===== src/rtl/bias_act_output_stage.sv =====
// Bias-add + activation output stage with a 2-entry result FIFO, sticky flags and a txn counter.
// Define ACT_RELU_EN to apply ReLU (NaN preserved); otherwise activation is identity.

module add_sub #(
  parameter int exp_width  = 8,
  parameter int mant_width = 24
) (
  input  logic [exp_width+mant_width-1:0] a,
  input  logic [exp_width+mant_width-1:0] b,
  input  logic                            operation,
  input  logic [2:0]                      round_mode,
  output logic [exp_width+mant_width-1:0] result,
  output logic [4:0]                      exceptions
);
  localparam int W  = exp_width + mant_width;
  localparam int FW = mant_width - 1;
  localparam int XW = mant_width + 3;
  typedef logic [exp_width+1:0] ext_t;
  localparam ext_t ONE_E = ext_t'(1);
  localparam ext_t EMAX_X = ext_t'((1 << exp_width) - 1);
  localparam logic [exp_width-1:0] EMAX = '1;

  logic                  sa, sb, sr, swap, s_big, s_small, nan_a, nan_b, inf_a, inf_b, snan;
  logic                  eff_sub, sticky, found, tiny, lsb, grd, rs, inc, to_inf;
  logic                  invalid, overflow, underflow, inexact;
  logic [exp_width-1:0]  ea, eb;
  logic [FW-1:0]         fa, fb;
  logic [mant_width-1:0] m_big, m_small;
  logic [mant_width:0]   rnd;
  logic [XW-1:0]         mx, my, shifted;
  logic [XW:0]           sum;
  ext_t                  e_big, e_small, diff, ex, lz, sh;

  always_comb begin
    sa    = a[W-1];
    sb    = b[W-1] ^ operation;
    ea    = a[W-2 -: exp_width];
    eb    = b[W-2 -: exp_width];
    fa    = a[FW-1:0];
    fb    = b[FW-1:0];
    nan_a = (ea == EMAX) && (fa != '0);
    nan_b = (eb == EMAX) && (fb != '0);
    inf_a = (ea == EMAX) && (fa == '0);
    inf_b = (eb == EMAX) && (fb == '0);
    snan  = (nan_a && !fa[FW-1]) || (nan_b && !fb[FW-1]);

    // Order operands by magnitude so the subtraction never goes negative.
    swap    = {eb, fb} > {ea, fa};
    s_big   = swap ? sb : sa;
    s_small = swap ? sa : sb;
    e_big   = ext_t'(swap ? eb : ea);
    e_small = ext_t'(swap ? ea : eb);
    m_big   = swap ? {eb != '0, fb} : {ea != '0, fa};
    m_small = swap ? {ea != '0, fa} : {eb != '0, fb};
    if (e_big == '0) e_big = ONE_E;
    if (e_small == '0) e_small = ONE_E;
    diff = e_big - e_small;

    mx     = {m_big, 3'b000};
    my     = {m_small, 3'b000};
    sticky = 1'b0;
    for (int i = 0; i < XW; i++)
      if ((ext_t'(i) < diff) && my[i]) sticky = 1'b1;
    shifted    = (diff >= ext_t'(XW)) ? '0 : (my >> diff);
    shifted[0] = shifted[0] | sticky;

    eff_sub = s_big ^ s_small;
    sum     = eff_sub ? ({1'b0, mx} - {1'b0, shifted}) : ({1'b0, mx} + {1'b0, shifted});
    ex      = e_big;
    if (sum[XW]) begin
      sum = {1'b0, sum[XW:2], sum[1] | sum[0]};
      ex  = ex + ONE_E;
    end

    lz    = '0;
    found = 1'b0;
    for (int i = XW - 1; i >= 0; i--) begin
      if (!found && !sum[i]) lz = lz + ONE_E;
      else found = 1'b1;
    end
    // Left-normalise, but stop at the minimum exponent so subnormals stay subnormal.
    sh  = (lz < ex - ONE_E) ? lz : ex - ONE_E;
    sum = sum << sh;
    ex  = ex - sh;

    tiny = !sum[XW-1];
    lsb  = sum[3];
    grd  = sum[2];
    rs   = sum[1] | sum[0];
    sr   = s_big;
    if (sum == '0) sr = eff_sub ? (round_mode == 3'd2) : s_big;

    case (round_mode)
      3'd1:    inc = 1'b0;
      3'd2:    inc = sr && (grd || rs);
      3'd3:    inc = !sr && (grd || rs);
      3'd4:    inc = grd;
      default: inc = grd && (rs || lsb);
    endcase
    rnd = {1'b0, sum[XW-1:3]} + {{mant_width{1'b0}}, inc};
    if (rnd[mant_width]) begin
      rnd = rnd >> 1;
      ex  = ex + ONE_E;
    end

    inexact   = grd | rs;
    overflow  = ex >= EMAX_X;
    underflow = tiny && inexact;
    invalid   = 1'b0;
    to_inf    = (round_mode == 3'd0) || (round_mode == 3'd4) ||
                (round_mode == 3'd3 && !sr) || (round_mode == 3'd2 && sr);
    if (overflow) begin
      inexact = 1'b1;
      result  = to_inf ? {sr, EMAX, {FW{1'b0}}}
                       : {sr, {(exp_width-1){1'b1}}, 1'b0, {FW{1'b1}}};
    end else begin
      result = {sr, (rnd[mant_width-1] ? ex[exp_width-1:0] : {exp_width{1'b0}}), rnd[FW-1:0]};
    end

    if (nan_a || nan_b || (inf_a && inf_b && (sa != sb))) begin
      result  = {1'b0, EMAX, 1'b1, {(FW-1){1'b0}}};
      invalid = snan || (inf_a && inf_b && (sa != sb));
      {overflow, underflow, inexact} = 3'b000;
    end else if (inf_a || inf_b) begin
      result = {inf_a ? sa : sb, EMAX, {FW{1'b0}}};
      {overflow, underflow, inexact} = 3'b000;
    end
    exceptions = {invalid, 1'b0, overflow, underflow, inexact};
  end
endmodule

module bias_act_output_stage #(
  parameter int exp_width  = 8,
  parameter int mant_width = 24,
  parameter int CNT_WIDTH  = 16
) (
  input  logic                            clk,
  input  logic                            rst_n,
  input  logic                            in_valid,
  output logic                            in_ready,
  input  logic [exp_width+mant_width-1:0] c1,
  input  logic [exp_width+mant_width-1:0] c2,
  input  logic [4:0]                      in_exceptions,
  input  logic [exp_width+mant_width-1:0] bias1,
  input  logic [exp_width+mant_width-1:0] bias2,
  input  logic [2:0]                      round_mode,
  output logic                            out_valid,
  input  logic                            out_ready,
  output logic [exp_width+mant_width-1:0] y1,
  output logic [exp_width+mant_width-1:0] y2,
  output logic [4:0]                      out_exceptions,
  output logic [4:0]                      exc_sticky,
  input  logic                            clr_sticky,
  output logic [CNT_WIDTH-1:0]            txn_count
);
  localparam int W = exp_width + mant_width;

  logic [W-1:0] s1, s2, act1, act2, head_y1, head_y2;
  logic [4:0]   addexc1, addexc2, entry_flags, head_fl;
  logic         accept, pop, wr_ptr_reg, rd_ptr_reg, rd_ptr_next;
  logic [1:0]   count_reg, count_next;
  logic [W-1:0] mem_y1_reg [2];
  logic [W-1:0] mem_y2_reg [2];
  logic [4:0]   mem_fl_reg [2];

  add_sub #(.exp_width(exp_width), .mant_width(mant_width)) u_add1 (
    .a(c1), .b(bias1), .operation(1'b0), .round_mode(round_mode), .result(s1), .exceptions(addexc1)
  );
  add_sub #(.exp_width(exp_width), .mant_width(mant_width)) u_add2 (
    .a(c2), .b(bias2), .operation(1'b0), .round_mode(round_mode), .result(s2), .exceptions(addexc2)
  );

  function automatic logic [W-1:0] activate(input logic [W-1:0] s);
`ifdef ACT_RELU_EN
    if (s[W-1] && !((s[W-2 -: exp_width] == '1) && (s[mant_width-2:0] != '0))) return '0;
`endif
    return s;
  endfunction

  assign act1        = activate(s1);
  assign act2        = activate(s2);
  assign entry_flags = in_exceptions | addexc1 | addexc2;
  assign in_ready    = !count_reg[1];
  assign out_valid   = (count_reg != 2'd0);
  assign accept      = in_valid && in_ready;
  assign pop         = out_valid && out_ready;

  // The output registers track the head the FIFO will present after this edge,
  // so they hold their last value once the FIFO drains.
  always_comb begin
    rd_ptr_next = rd_ptr_reg ^ pop;
    count_next  = count_reg + {1'b0, accept} - {1'b0, pop};
    if (accept && (wr_ptr_reg == rd_ptr_next)) begin
      head_y1 = act1;
      head_y2 = act2;
      head_fl = entry_flags;
    end else begin
      head_y1 = mem_y1_reg[rd_ptr_next];
      head_y2 = mem_y2_reg[rd_ptr_next];
      head_fl = mem_fl_reg[rd_ptr_next];
    end
  end

  always_ff @(posedge clk or negedge rst_n) begin
    if (!rst_n) begin
      for (int i = 0; i < 2; i++) begin
        mem_y1_reg[i] <= '0;
        mem_y2_reg[i] <= '0;
        mem_fl_reg[i] <= '0;
      end
      wr_ptr_reg     <= 1'b0;
      rd_ptr_reg     <= 1'b0;
      count_reg      <= 2'd0;
      y1             <= '0;
      y2             <= '0;
      out_exceptions <= '0;
      exc_sticky     <= '0;
      txn_count      <= '0;
    end else begin
      if (accept) begin
        mem_y1_reg[wr_ptr_reg] <= act1;
        mem_y2_reg[wr_ptr_reg] <= act2;
        mem_fl_reg[wr_ptr_reg] <= entry_flags;
        wr_ptr_reg             <= !wr_ptr_reg;
        txn_count              <= txn_count + 1'b1;
      end
      rd_ptr_reg <= rd_ptr_next;
      count_reg  <= count_next;
      if (count_next != 2'd0) begin
        y1             <= head_y1;
        y2             <= head_y2;
        out_exceptions <= head_fl;
      end
      exc_sticky <= (clr_sticky ? 5'd0 : exc_sticky) | (accept ? entry_flags : 5'd0);
    end
  end
endmodule


===== config.mk =====
export PLATFORM = sky130hd
export DESIGN_NAME = bias_act_output_stage
export DESIGN_NICKNAME = d
export VERILOG_FILES = /design/src/rtl/bias_act_output_stage.sv
export SDC_FILE = /design/constraint.sdc
export NUM_CORES = 2
export LEC_CHECK = 0
export CORE_ASPECT_RATIO = 0.8
export CORE_UTILIZATION = 54
export CTS_CLUSTER_DIAMETER = 100
export DETAILED_ROUTE_END_ITERATION = 10
export PLACE_DENSITY_LB_ADDON = 0.15
export SYNTH_ARGS = -nofsm -noshare
export SYNTH_HDL_FRONTEND = slang
export SYNTH_SLANG_ARGS = --single-unit

===== constraint.sdc =====
create_clock -name clk -period 2.4 [get_ports clk]
set_input_delay 0.48 -clock clk [delete_from_list [all_inputs] [get_ports clk]]
set_output_delay 0.48 -clock clk [all_outputs]
set_load 0.02 [all_outputs]

==> results of run 1 <==
[cell usage after synthesis (72+ instances only)]
| cell | count |
|---|---|
| nor2_1 | 606 |
| and3_1 | 72 |
| clkbuf_1 | 277 |
| nand2_1 | 846 |
| nand2b_1 | 84 |
| mux2_2 | 78 |
| a21o_1 | 79 |
| nand4_1 | 96 |
| dfrtp_1 | 232 |
| inv_1 | 287 |
| a31oi_1 | 83 |
| o21ai_0 | 410 |
| o21ai_1 | 119 |
| or3_1 | 86 |
| o211ai_1 | 85 |
| mux2i_1 | 205 |
| xor2_1 | 79 |
| xnor2_1 | 170 |
| ha_1 | 275 |
| nand3_1 | 214 |
| nor4_1 | 83 |
| nor3_1 | 198 |
| a21oi_1 | 448 |
[cells by family after synthesis]
| logic type | after synthesis |
|---|---|
| AO/OA/AOI/OAI | 1972 |
| XOR/XNOR | 285 |
| adder cells (fa/ha/maj) | 284 |
| buffers and inverters | 650 |
| flip-flops | 232 |
| multiplexers | 308 |
| other | 2 |
| AND/OR/NAND/NOR | 2608 |
[layer usage]
metal / global-route usage, % / GRT overflow
met5: 30.4 / 5
met2: 88.4 / 77
met4: 57.2 / 61
met3: 54.5 / 10
met1: 76.2 / 9
[per-stage QoR]
step / hold WS [ns] / cell area [µm²]
after floorplan: 0.184 / 45800
after detailed placement: 0.432 / 66000
after global placement: 0.425 / 66000
after CTS: 0.485 / 70200
[repair_timing]
action	in CTS
hold endpoints to repair	50
setup endpoints to repair	208
gates resized for setup	547
setup buffers	156
pin swaps	262
cloned	11
hold buffers	1
==> summary.md, run 1 <==
| Metric | Value |
|---|---|
| Status | stopped before the end |
| Fail Step | global routing (5_1_grt) |
| Err | [ERROR GRT-0116] Global routing finished with congestion. Check the congestion regions in the DRC Viewer. |
| CTS Buf Count | 25 |
| Initial Utilization | between 50% and 60% |
| Post-DP HPWL | 169 mm |
| Post-Synth Adder-Cell Area | between 8 and 9% |
| Dpl cells | roughly 9700 |
| Synth top area cells | dfrtp_1 13%, ha_1 7.8%, nand2_1 7.2% |
| Site row count | 93 |
| Synth warnings | 0 |
| Syn avg cell area | ~6.9 µm² |
| Post-synthesis async set-or-reset flop share | 100% |
| Root Buffer | clkbuf_16 |
| Cell area after synthesis | around 44000 µm² |
| Vias in the first global route | ~75000 |
| Synth Flop Type | dfrtp_1 |
| GPL Wtd Cong | about 1.1 |
| Largest net degree at the start of global routing | 66 |
| H-tree Lvls | 1 |
| Ports | around 230 |
| GRT Resource Usage Total | a little under three quarters |
| Worst slack at placement | -30.76 ns |
| First-pass GRT wire length | 453 mm |
| Post-synth cell types | around 140 |
| Synth Area in Compound Gates | between 20% and 30% |
| Mux cell area share after synthesis | just under 8% |
| Die height | ~260 µm |
| Xor/xnor cell area share of the yosys netlist | 6.70% |
| Post-synth top area cell | dfrtp_1 |
| Largest family of logic cells by synthesized area | compound AO/OA/AOI/OAI gates |
| Synth Register Bits | 232 |
| Max Root-Sink Buffers | 3 |
| Grt ovf | 162 |
| Synth top area share | 13.2% |
| Die width | about 320 µm |
| Clock Sinks | between 200 and 250 |
| Input/output buffers | between 200 and 250 |
| Cells after Synth | 6341 |
| Synth Area in Simple Gates | between 20 and 30% |
| Sequential share of the synthesized area | about an eighth |
| Number of flops mapped to enable cells by yosys | 0 |
==> run 2, diff against run 1 <==
Settings changed: CORE_ASPECT_RATIO 0.8 to default, CORE_UTILIZATION 54 to 39, CTS_CLUSTER_DIAMETER 100 to default.
Clock period 2.4 ns to 3.1 ns, I/O delays scaled along.
==> run 2 against run 1 <==
Against the previous run: the flow now finishes, with violations (setup timing); synthesized cell count did not move; area after synthesis is the same.
==> summary.md, run 2 <==
| Metric | Value |
|---|---|
| Status | complete, but fails checks |
| Failing checks | setup timing |
| Core area | between 100000 and 150000 µm² |
| Slew headroom | around two fifths |
| Endpoints failing setup | 204 |
| Crit path time final | roughly 31 ns |
| Grt ovf | 0 |
| Nets | 9388 |
| Synth cell count leaders | 846 x nand2_1, 606 x nor2_1, 448 x a21oi_1 |
| M1 GR Usage | around 45% |
| Sequential share of the synthesized area | 13.2% (unchanged) |
| CP Depth | roughly 180 |
| Post-synth cell types | 143 (unchanged) |
| Clock Sinks | 232 (unchanged) |
| Ports | 233 (unchanged) |
| Number of flops mapped to enable cells by yosys | 0 (unchanged) |
| VDD IR max | roughly 570 µV |
| Die area | about 110000 µm² |
| Site row count | 122 (+31%) |
| Footprint of the multi-input gates | 40600 µm² |
| Vias in the first global route | 58850 |
| Antenna Nets Post-Route | 0 |
| Post-synth top area cell | dfrtp_1 |
| Final worst setup slack | -27.93 ns |
| Worst setup endpoint | mem_fl_reg[5]$_DFFE_PN0P_ |
| RSZ-0062 raised after global routing | yes |
| Critical path endpoint category | flop |
| Synth Flop Type | dfrtp_1 |
| Worst skew pair latency | 0.55 ns |
| # DRC | 0 |
| Slew at the pin closest to its max-slew limit | about 0.92 ns |
| Post-synthesis async set-or-reset flop share | 100% (unchanged) |
| Die width | 338 µm (+5.2%) |
| CTS tree | done |
| Final period utilization | 1000% |
| Root Buffer | clkbuf_16 |
| Synth Register Bits | 232 (unchanged) |
| Cells after Synth | 6341 (unchanged) |
| Via Count | approximately 60000 |
| Largest net degree at the start of global routing | 103 |
| Register area | approximately 5800 µm² |
| CP top delay family | compound AO/OA/AOI/OAI gates |
| DRT Wirelength | approximately 210 mm |
| Syn avg cell area | 6.94 µm² (unchanged) |
| Fin Hold WS | 0.00357 ns |
| N_diodes | 0 |
| Die height | 338 µm (+31%) |
| P&R area growth vs syn | 68.2% |
| Reg-to-Reg Start | count_reg[1]$_DFF_PN0_ |
| Worst Path Arrival | 31.47 ns |
| Critical Path RT | between 3 and 4 ns |
| Reg2Reg Depth | 13 |
| First-pass GRT wire length | 328 mm |
| Worst-path clk slew | about 0.070 ns |
| GR met2 Demand/Resource | about three fifths |
| CTS Buf Count | 25 (unchanged) |
| Synth top area cells | dfrtp_1 13%, ha_1 7.8%, nand2_1 7.2% |
| Max Root-Sink Buffers | 3 (unchanged) |
| Synth top area share | 13.2% (unchanged) |
| GRT Resource Usage Total | 36.0% |
| Reg-to-reg setup timing slack | slightly below 0.5 ns |
| Crit-path max FO | 10 |
| Routed len/inst | 20.5 µm |
| Post-DP Area | 67000 µm² (+1.4%) |
| Max Clk Rate | roughly 32 MHz |
| Vias per cell | about 5.7 |
| Most frequent cells in the layout | 2568 x buf_4, 810 x nand2_1, 526 x nor2_1 |
| Maxcap violations | 0 |
| GPL Wtd Cong | 1.06 (-4.5%) |
| Finished Cell Area | between 70000 and 80000 µm² |
| H-tree Lvls | 1 (unchanged) |
| Commonest non-fill, non-tap cell in the layout | buf_4 |
| Slowest cell on crit path | fa_2 |
| Worst hold path type | in -> async |
| Most frequent cell after synthesis | nand2_1 |
| Power Density | approximately 660 nW/µm² |
| Input/output buffers | 232 (unchanged) |
| Cell area after synthesis | 44000 µm² (unchanged) |
| Fillcell total | around 9500 |
| Pins over their slew limit | 0 |
| Drt initial violations | about 4400 |
| Initial antenna violation count | 1 |
| Critical Path Source | bias1[20] |
| Reg2reg end | y1[2]$_DFFE_PN0P_ |
| GR peak layer | met2 |
| Worst Setup Path Type | in -> reg |
| Leak | 34.1 nW |
| Hold_buf cts | 0 (-1) |
| Synth warnings | 0 (unchanged) |
| Layout cells sized above 1 | 42.0% |
| Crit-path max cell delay | approximately 0.7 ns |
| Setup TNS Final | -5569.02 ns |
| Skew final | between 0.02 and 0.03 ns |
| Crit start category | primary input |
| Post-DP HPWL | 169 mm (+0.26%) |
| Met3 Track Usage GR | about 4% |
| Crit path top cell by count | buf_4 |
| Initial Utilization | 39.5% (-15 points) |
| Final Hold Fails | 0 |
| Buf+Inv Stages, Crit Path | 38 |
| Router iterations before antenna repair | 9 |
run 2: cell counts after synthesis:
Identical to the previous run, type by type.
run 2: logic make-up (layout without fill, tap and decap cells):
| family | count (synthesis) | after routing | share of synthesized area [%] |
|---|---|---|---|
| and+or+nand+nor | 2608 | 2613 | 28.7 |
| AOI/OAI and AO/OA | 1972 | 1972 | 29.9 |
| buffers and inverters | 650 | 3285 | 5.67 |
| muxes | 308 | 308 | 7.69 |
| xor gates and xnor gates | 285 | 285 | 6.70 |
| adders and majority gates | 284 | 284 | 8.16 |
| DFF | 232 | 232 | 13.2 |
| other | 2 | 4 | 0.0171 |
run 2: worst reg2reg max path, delay by kind of cell (launching register included):
kind	cells	cell delay [ns]
AO/OA/AOI/OAI	2	0.36
buffers and inverters	5	0.65
XOR/XNOR	1	0.13
adder cells (fa/ha/maj)	2	0.46
flip-flops	1	0.40
AND/OR/NAND/NOR	3	0.48
run 2: report_power, final:
group          leakage (nW)  internal, mW  total (mW)  switching, mW
clock network         0.452          2.03        3.32           1.29
logic                  30.8          19.0        39.8           20.8
registers              2.85          4.55        5.49          0.935
run 2: area by class of cell:
class,instances,share of cell area (%)
clock inverter,12,0.281
clock buffer,32,0.949
multi-input combinational,5466,54.9
timing repair buffer,2942,31.9
sequential,232,7.85
inverter,299,1.59
tap,1488,2.52
run 2: how the worst min path moves through the flow:
stage | startpoint | to | slack [ns] | depth (start not counted)
after floorplan | rst_n | count_reg[0]$_DFF_PN0_ | 0.32 | 0
after global placement | txn_count[15]$_DFFE_PN0P_ | txn_count[15]$_DFFE_PN0P_ | 0.46 | 1
after detailed placement | txn_count[15]$_DFFE_PN0P_ | txn_count[15]$_DFFE_PN0P_ | 0.46 | 1
after CTS | rst_n | txn_count[11]$_DFFE_PN0P_ | 0.02 | 1
after global routing | rst_n | txn_count[12]$_DFFE_PN0P_ | 0.03 | 1
final | rst_n | txn_count[9]$_DFFE_PN0P_ | 0.004 | 1
run 2: through the flow:
step / setup WS, ns / cells / total power, mW / util (%)
floorplan: -28.22 / 6343 / 23.2 / -
detailed placement: -29.30 / 10124 / 39.4 / 60.2
CTS: -27.52 / 10391 / 45.6 / 64.5
finish: -27.93 / 10471 / 48.6 / 66.5
global placement: -28.97 / 10124 / 38.9 / 60.2
global route: -29.24 / 10471 / 51.6 / 66.5
run 2: what timing repair did:
action | CTS | global route
buffers inserted | 220 | 95
pin swaps | 293 | 270
setup endpoints to repair | 205 | 206
gates cloned | 12 | 2
gates resized for setup | 684 | 487
run 2: metal layers:
| layer | wire [µm] | up-vias |
|---|---|---|
| li1 | - | 28720 |
| met1 | 88700 | 28717 |
| met4 | 13000 | 2 |
| met3 | 12100 | 553 |
| met2 | 101000 | 2126 |
| met5 | 13 | - |
Note: power is estimated with default switching activity, not from simulation.
